`config.mk`:
```
export PLATFORM = sky130hd
export DESIGN_NAME = diff_wb_stage
export DESIGN_NICKNAME = d
export VERILOG_FILES = /design/src/rtl/diff_wb_stage_pkg.sv /design/src/rtl/diff_wb_stage_skid_buffer2.sv /design/src/rtl/diff_wb_stage.sv
export SDC_FILE = /design/constraint.sdc
export NUM_CORES = 1
export LEC_CHECK = 0
export CAP_MARGIN = 15
export CELL_PAD_IN_SITES_DETAIL_PLACEMENT = 0
export CELL_PAD_IN_SITES_GLOBAL_PLACEMENT = 1
export CORE_MARGIN = 4
export CORE_UTILIZATION = 32
export CTS_CLUSTER_SIZE = 28
export DETAILED_ROUTE_END_ITERATION = 12
export PLACE_DENSITY_LB_ADDON = 0.1
export SYNTH_ARGS = -nofsm -noshare
export SYNTH_HDL_FRONTEND = slang
export SYNTH_SLANG_ARGS = --single-unit
```
`constraint.sdc`:
```
create_clock -name clk -period 2.3 [get_ports clk]
set_input_delay 0.345 -clock clk [delete_from_list [all_inputs] [get_ports clk]]
set_output_delay 0.345 -clock clk [all_outputs]
set_load 0.005 [all_outputs]
```
`src/rtl/diff_wb_stage_pkg.sv`:
```
// diff_wb_stage_pkg: shared constants for the diff writeback stage and its skid buffer.
package diff_wb_stage_pkg;
    localparam int DIFF_EQUAL   = 32;
    localparam int DIFF_MAX_IDX = 31;
    localparam logic [1:0] ST_EMPTY = 2'd0;
    localparam logic [1:0] ST_HALF  = 2'd1;
    localparam logic [1:0] ST_FULL  = 2'd2;
endpackage

```
`src/rtl/diff_wb_stage_skid_buffer2.sv`:
```
// skid_buffer2: 2-entry valid/ready skid buffer with registered in_ready.
module skid_buffer2
    import diff_wb_stage_pkg::*;
#(
    parameter int W = 8
) (
    input  logic         clk,
    input  logic         rst,
    input  logic         in_valid,
    output logic         in_ready,
    input  logic [W-1:0] in_data,
    output logic         out_valid,
    input  logic         out_ready,
    output logic [W-1:0] out_data
);
    logic [1:0]   state, state_nxt;
    logic         rdy, acc, drn, load_out, load_skid;
    logic [W-1:0] out_q, skid_q;

    assign in_ready  = rdy;
    assign out_valid = (state != ST_EMPTY);
    assign out_data  = out_q;
    assign acc       = in_valid & rdy;
    assign drn       = out_valid & out_ready;
    assign load_out  = (acc & ((state == ST_EMPTY) | drn)) | ((state == ST_FULL) & drn);
    assign load_skid = acc & ~drn & (state == ST_HALF);

    always_comb begin
        state_nxt = (state == ST_EMPTY) ? (acc ? ST_HALF : ST_EMPTY) :
                    (state == ST_HALF)  ? ((acc & ~drn) ? ST_FULL : (~acc & drn) ? ST_EMPTY : ST_HALF) :
                    (drn ? ST_HALF : ST_FULL);
    end

    // in_ready comes from the next state so it is a pure register output.
    always_ff @(posedge clk) begin
        if (rst) begin
            state  <= ST_EMPTY;
            rdy    <= 1'b1;
            out_q  <= '0;
            skid_q <= '0;
        end else begin
            state <= state_nxt;
            rdy   <= (state_nxt != ST_FULL);
            if (load_out) out_q <= (state == ST_FULL) ? skid_q : in_data;
            if (load_skid) skid_q <= in_data;
        end
    end
endmodule

```
`src/rtl/diff_wb_stage.sv`:
```
// diff_wb_stage: writeback of diff-operator results with equal-result flag/counter.
// Optional result legality checker enabled by DIFF_WB_CHECK_EN.
module diff_wb_stage
    import diff_wb_stage_pkg::*;
#(
    parameter int DATA_W = 32,
    parameter int RD_W   = 5,
    parameter int CNT_W  = 8
) (
    input  logic              clk,
    input  logic              rst,
    input  logic              in_valid,
    output logic              in_ready,
    input  logic [DATA_W-1:0] in_diff,
    input  logic [RD_W-1:0]   in_rd,
    output logic              wb_valid,
    input  logic              wb_ready,
    output logic [RD_W-1:0]   wb_rd,
    output logic [DATA_W-1:0] wb_data,
    output logic              eq_flag,
    output logic [CNT_W-1:0]  eq_count,
    output logic              err
);
    logic              acc, is_eq, bad;
    logic [DATA_W-1:0] fwd;

    assign acc   = in_valid & in_ready;
    assign is_eq = (in_diff == DATA_W'(DIFF_EQUAL));

`ifdef DIFF_WB_CHECK_EN
    assign bad = (in_diff[DATA_W-1:6] != '0) | (in_diff[5:0] > 6'(DIFF_EQUAL));
    assign fwd = bad ? '1 : in_diff;

    always_ff @(posedge clk) begin
        if (rst) err <= 1'b0;
        else if (acc & bad) err <= 1'b1;
    end
`else
    assign bad = 1'b0;
    assign fwd = in_diff;
    assign err = 1'b0;
`endif

    always_ff @(posedge clk) begin
        if (rst) begin
            eq_flag  <= 1'b0;
            eq_count <= '0;
        end else if (acc) begin
            eq_flag <= is_eq & ~bad;
            if (is_eq & ~&eq_count) eq_count <= eq_count + 1'b1;
        end
    end

    skid_buffer2 #(.W(RD_W + DATA_W)) u_skid (
        .clk      (clk),
        .rst      (rst),
        .in_valid (in_valid),
        .in_ready (in_ready),
        .in_data  ({in_rd, fwd}),
        .out_valid(wb_valid),
        .out_ready(wb_ready),
        .out_data ({wb_rd, wb_data})
    );
endmodule

```
### After elaboration in Yosys (flattened, before gate mapping)

Index checks and enable logic that the tools add are counted.

* register bits: 86
* bits of input ports: 41
* output and inout bits: 49
* logic and storage cells: 35

* add/subtract/negate cells: 1
* eq/ne operators: 4
* mux-type cells: 7
* bitwise gates (word level): 12
* reduce and logical (&&, ||, !) cells: 5

Operators with widths (number)
* 37-bit 2-to-1 mux: 1
* 32-bit by 6-bit equality test with 1-bit output (second input constant): 1
* 8-bit by 1-bit adder with 8-bit output (second input constant): 1
* 1-bit AND: 8
* 2-bit 2-to-1 mux: 4
* 8-bit AND reduction: 1
* 2-bit by 1-bit equality test with 1-bit output (second input constant): 1
* 2-bit equality test (second input constant): 1
* 2-bit zero test: 1
* 1-bit 2-to-1 mux: 2
* 2-bit inequality test (second input constant): 1
* 1-bit NOT: 2
* 1-bit bitwise OR: 2
* 2-bit AND reduction: 1
* 2-bit nonzero test: 1
* 1-bit zero test: 1

### Depth between registers and ports, before layout

* depth after elaboration: 8
* gate-level depth with buffers: 10
* gate-level depth less buffers: 7

### Cells and area by module

Synthesis repeated with hierarchy kept, for this count alone.

* cell total of the unflattened synthesis: 417
* area, all modules: 3712.3 sq um

By module, submodules not included
* skid_buffer2: times used 1, cells an instance 353, area each 3180.6 sq um, seq. area each 1541.5 sq um
* diff_wb_stage: times used 1, cells an instance 64, area each 531.8 sq um, seq. area each 180.2 sq um

### Least setup slack after synthesis

No wires, ideal clock.

* kind: input to register
* from: input in_diff[10]
* to: register eq_count[7]
* library setup time: 0.121 ns
* data arrival time: 2.093 ns
* required time: 2.179 ns
* slack: 0.086 ns
* stages on the path: 5
* buffers on the path: 1
* cell sequence: or4_1 > or4_1 > buf_2 > nor4b_1 > mux2_2

* cells in the longest elaborated chain, start to end: 3

RTL lines
* start, declared: line diff_wb_stage.sv:14 `input logic [DATA_W-1:0] in_diff,`
* 32-bit by 6-bit equality test with 1-bit output: line diff_wb_stage.sv:28 `assign is_eq = (in_diff == DATA_W'(DIFF_EQUAL));`
* 1-bit AND: line diff_wb_stage.sv:50 `if (is_eq & ~&eq_count) eq_count <= eq_count + 1'b1;`
* 2-bit AND reduction (no source line)
* end signal, assigned: line diff_wb_stage.sv:50
* end, declared: line diff_wb_stage.sv:21 `output logic [CNT_W-1:0] eq_count,`

No other way between the ends.
A chain may end at the register's enable or synchronous reset.

### Final worst setup path

* from: input in_diff[11]
* to: register eq_count[5]

The elaborated chain is that of the path after synthesis.

==> impl_metrics.csv <==
group,metric,value,unit
cts,htree_levels,3,
grt,gr-max-usage-layer,"met2",
cts,clk_latency,0.36,ns
detailed_routing,viasPerCell,4.88,
timing,fin_crit,2.30,ns
setup_path,startpoint_type,"primary input",
layout,fillCellCount,1064,
die,num_io_pins,90,
die,core,10500,µm²
layout,synthToLayoutAreaGrowth,45.5,%
cts,clock-sinks,86,
layout,multiInputGateArea,1750,µm²
timing,rsz0062_at_grt,"yes",
setup_path,r2r_slack,0.46,ns
timing,slew_viol_final,0,
layout,drive_above_1_share,14.9,%
die,die_y,113,µm
run_status,outcome,"completed",
grt,gr-total-overflow,0,
timing,whs,0.414,ns
timing,tightest_slew,0.596,ns
detailed_routing,drt-initial-drc-count,109,
die,rows,37,
timing,fin_crit_sh,99.9,%
grt,use_met2,23.7,%
timing,hold_viol_final,0,
timing,fin_skew,0.0102,ns
detailed_routing,first_pass_iters,4,
setup_path,critPathMaxStageDelay,0.60,ns
setup_path,cp_top_family,"simple AND/OR/NAND/NOR gates",
detailed_routing,num_vias,3227,
synthesis,synth_nets,454,
synthesis,synth-warning-count,0,
placement,dp_hpwl,6250,µm
grt,track_usage,15.1,%
timing,slew_headroom,60.1,%
timing,max_freq,0.435,GHz
synthesis,synth_area,3510,µm²
placement,port_buffers,88,
detailed_routing,wirelength,9340,µm
detailed_routing,ant_nets,0,
synthesis,ys_ff_latch,86,
die,dieArea,12700,µm²
cts,holdBufCountCts,0,
cts,cts.path.max_buffers,2,
cts,cts-root-buf,"clkbuf_8",
synthesis,synthCells,411,
setup_path,criticalPathCategory,"in -> reg",
synthesis,synth-seq-area-share,49.0,%
grt,grt_use_met1,20.6,%
setup_path,crit_fanout,6,
setup_path,crit_path_top_delay_cell,"or4_4",
run,drv_cap,0,
layout,register_area,1720,µm²
layout,final_core_util,48.6,%
setup_path,critPathArrivalTime,2.54,ns
layout,layout_commonest_cell,"dfxtp_1",
cts,clk_pin_slew_worst_paths,0.09,ns
detailed_routing,drcViolationCount,0,
die,die_w,113,µm
setup_path,crit_required,2.54,ns
setup_path,end_kind,"register",
grt,grt_use_met3,4.01,%
timing,setup_viol,0,
grt,grt_pass1_wl,15700,µm
grt,antenna_found_initial,0,
power,cellPowerDensity,651,nW/µm²
grt,grt_max_degree,61,
power,leakagePower,2.13,nW
layout,fin_nets,563,
setup_path,crit_buf_inv,1,
cts,tritoncts,"yes",
power,peakVddDrop,397,µV
grt,grt_pass1_vias,3134,
setup_path,path_cells,"clkdlybuf4s50_1 > or4_1 > or4_4 > nor4_2 > mux2_2",
placement,gp_congestion,0.781,
die,start_util,33.4,%
worst_hold_path,min_path_type,"in -> reg",
cts,cts_buffers,9,
layout,final_cell_mix,"dfxtp_1, nand2_1, clkdlybuf4s50_1",
synthesis,yosysUniqueCellTypes,30,
layout,num_antenna_cells,0,
detailed_routing,wire_per_inst,14.1,µm
synthesis,postSynthAreaPerCell,8.55,µm²
cell usage after synthesis (all sizes together):
master  instances  share of area [%]
or3             2               0.36
conb            1               0.11
or4             4               0.86
nor2           42                4.5
dfxtp          86                 49
mux2            2               0.64
o31ai           3               0.64
or3b            1               0.25
inv             4               0.43
o21ai           5               0.71
buf             5               0.71
mux2i          37                 11
nor4b           2               0.50
nor3            1               0.14
clkbuf         27                2.9
ha              2               0.71
nand2b          1               0.18
nand4           1               0.18
nand3           5               0.71
a211oi         37                7.9
o21a            1               0.21
or2             2               0.36
and3            1               0.18
nand2          84                9.0
nor2b           2               0.36
a22o            1               0.25
nor4            8                1.4
a21oi          44                6.3
state kept, by name, indices dropped and copies added, names as in the netlist:
register and cells:
u_skid.state 2, u_skid.skid_q 37, u_skid.in_ready 1, eq_count 8, u_skid.out_data 37, eq_flag 1
per-stage QoR:
step	setup TNS, ns	std cells	power, mW	setup WS [ns]	area [µm²]
detailed placement	-5.89	644	2.38	-0.830	4810
global placement	-6.25	644	2.37	-0.848	4810
floorplan	0	411	1.98	0.0858	3510
CTS	0	660	3.38	0.00244	5060
finish	0	661	3.32	0.00336	5110
global route	-0.0452	661	3.52	-0.0323	5110
cells by family (layout without fill, tap and decap cells):
family,Yosys count,after routing,synth area share (%)
compound gates,91,91,16.0
fa+ha+maj,2,2,0.712
buf+inv,36,150,4.03
flops,86,86,49.0
mux,39,39,11.2
other cells,1,1,0.107
simple gates,156,156,19.0
path summary, 6_finish.rpt:
path | end | cells past startpoint | start
min reg2reg | u_skid.skid_q[8] | 2 | u_skid.skid_q[8]
min | u_skid.skid_q[10] | 3 | in_diff[10]
max reg2reg | u_skid.skid_q[25] | 8 | u_skid.state[1]
max | eq_count[5] | 5 | in_diff[11]
tightest hold or removal path, delay by kind of cell:
family,cells,cell delay [ns]
buf+inv,1,0.26
simple gates,1,0.06
compound gates,1,0.05
repair_timing:
item	CTS	global route
setup buffers	0	1
endpoints found under the hold margin	0	0
gates resized for setup	15	12
pin swaps	7	5
setup endpoints to repair	8	6
power breakdown:
part           switching [mW]  internal, mW  total (mW)  leakage, nW
combinational           0.305         0.366       0.671         1.34
clock                   0.564         0.428       0.992       0.0889
sequential             0.0586          1.60        1.66        0.705
total                   0.927          2.40        3.32         2.13
metal layers:
layer,part of all wire [%],vias up
li1,-,1655
met1,48,1489
met2,46,74
met3,5.0,9
met4,1.2,0
met5,0,-
area by class of cell:
cell class / count / area share [%]
clock buffers: 10 / 2.69
inverters: 4 / 0.294
repair buffers: 130 / 24.8
flip-flops and latches: 86 / 33.7
multi-input cells: 289 / 34.3
clock inverters: 6 / 0.906
well taps: 136 / 3.33
(Power assumes the default switching activity.)
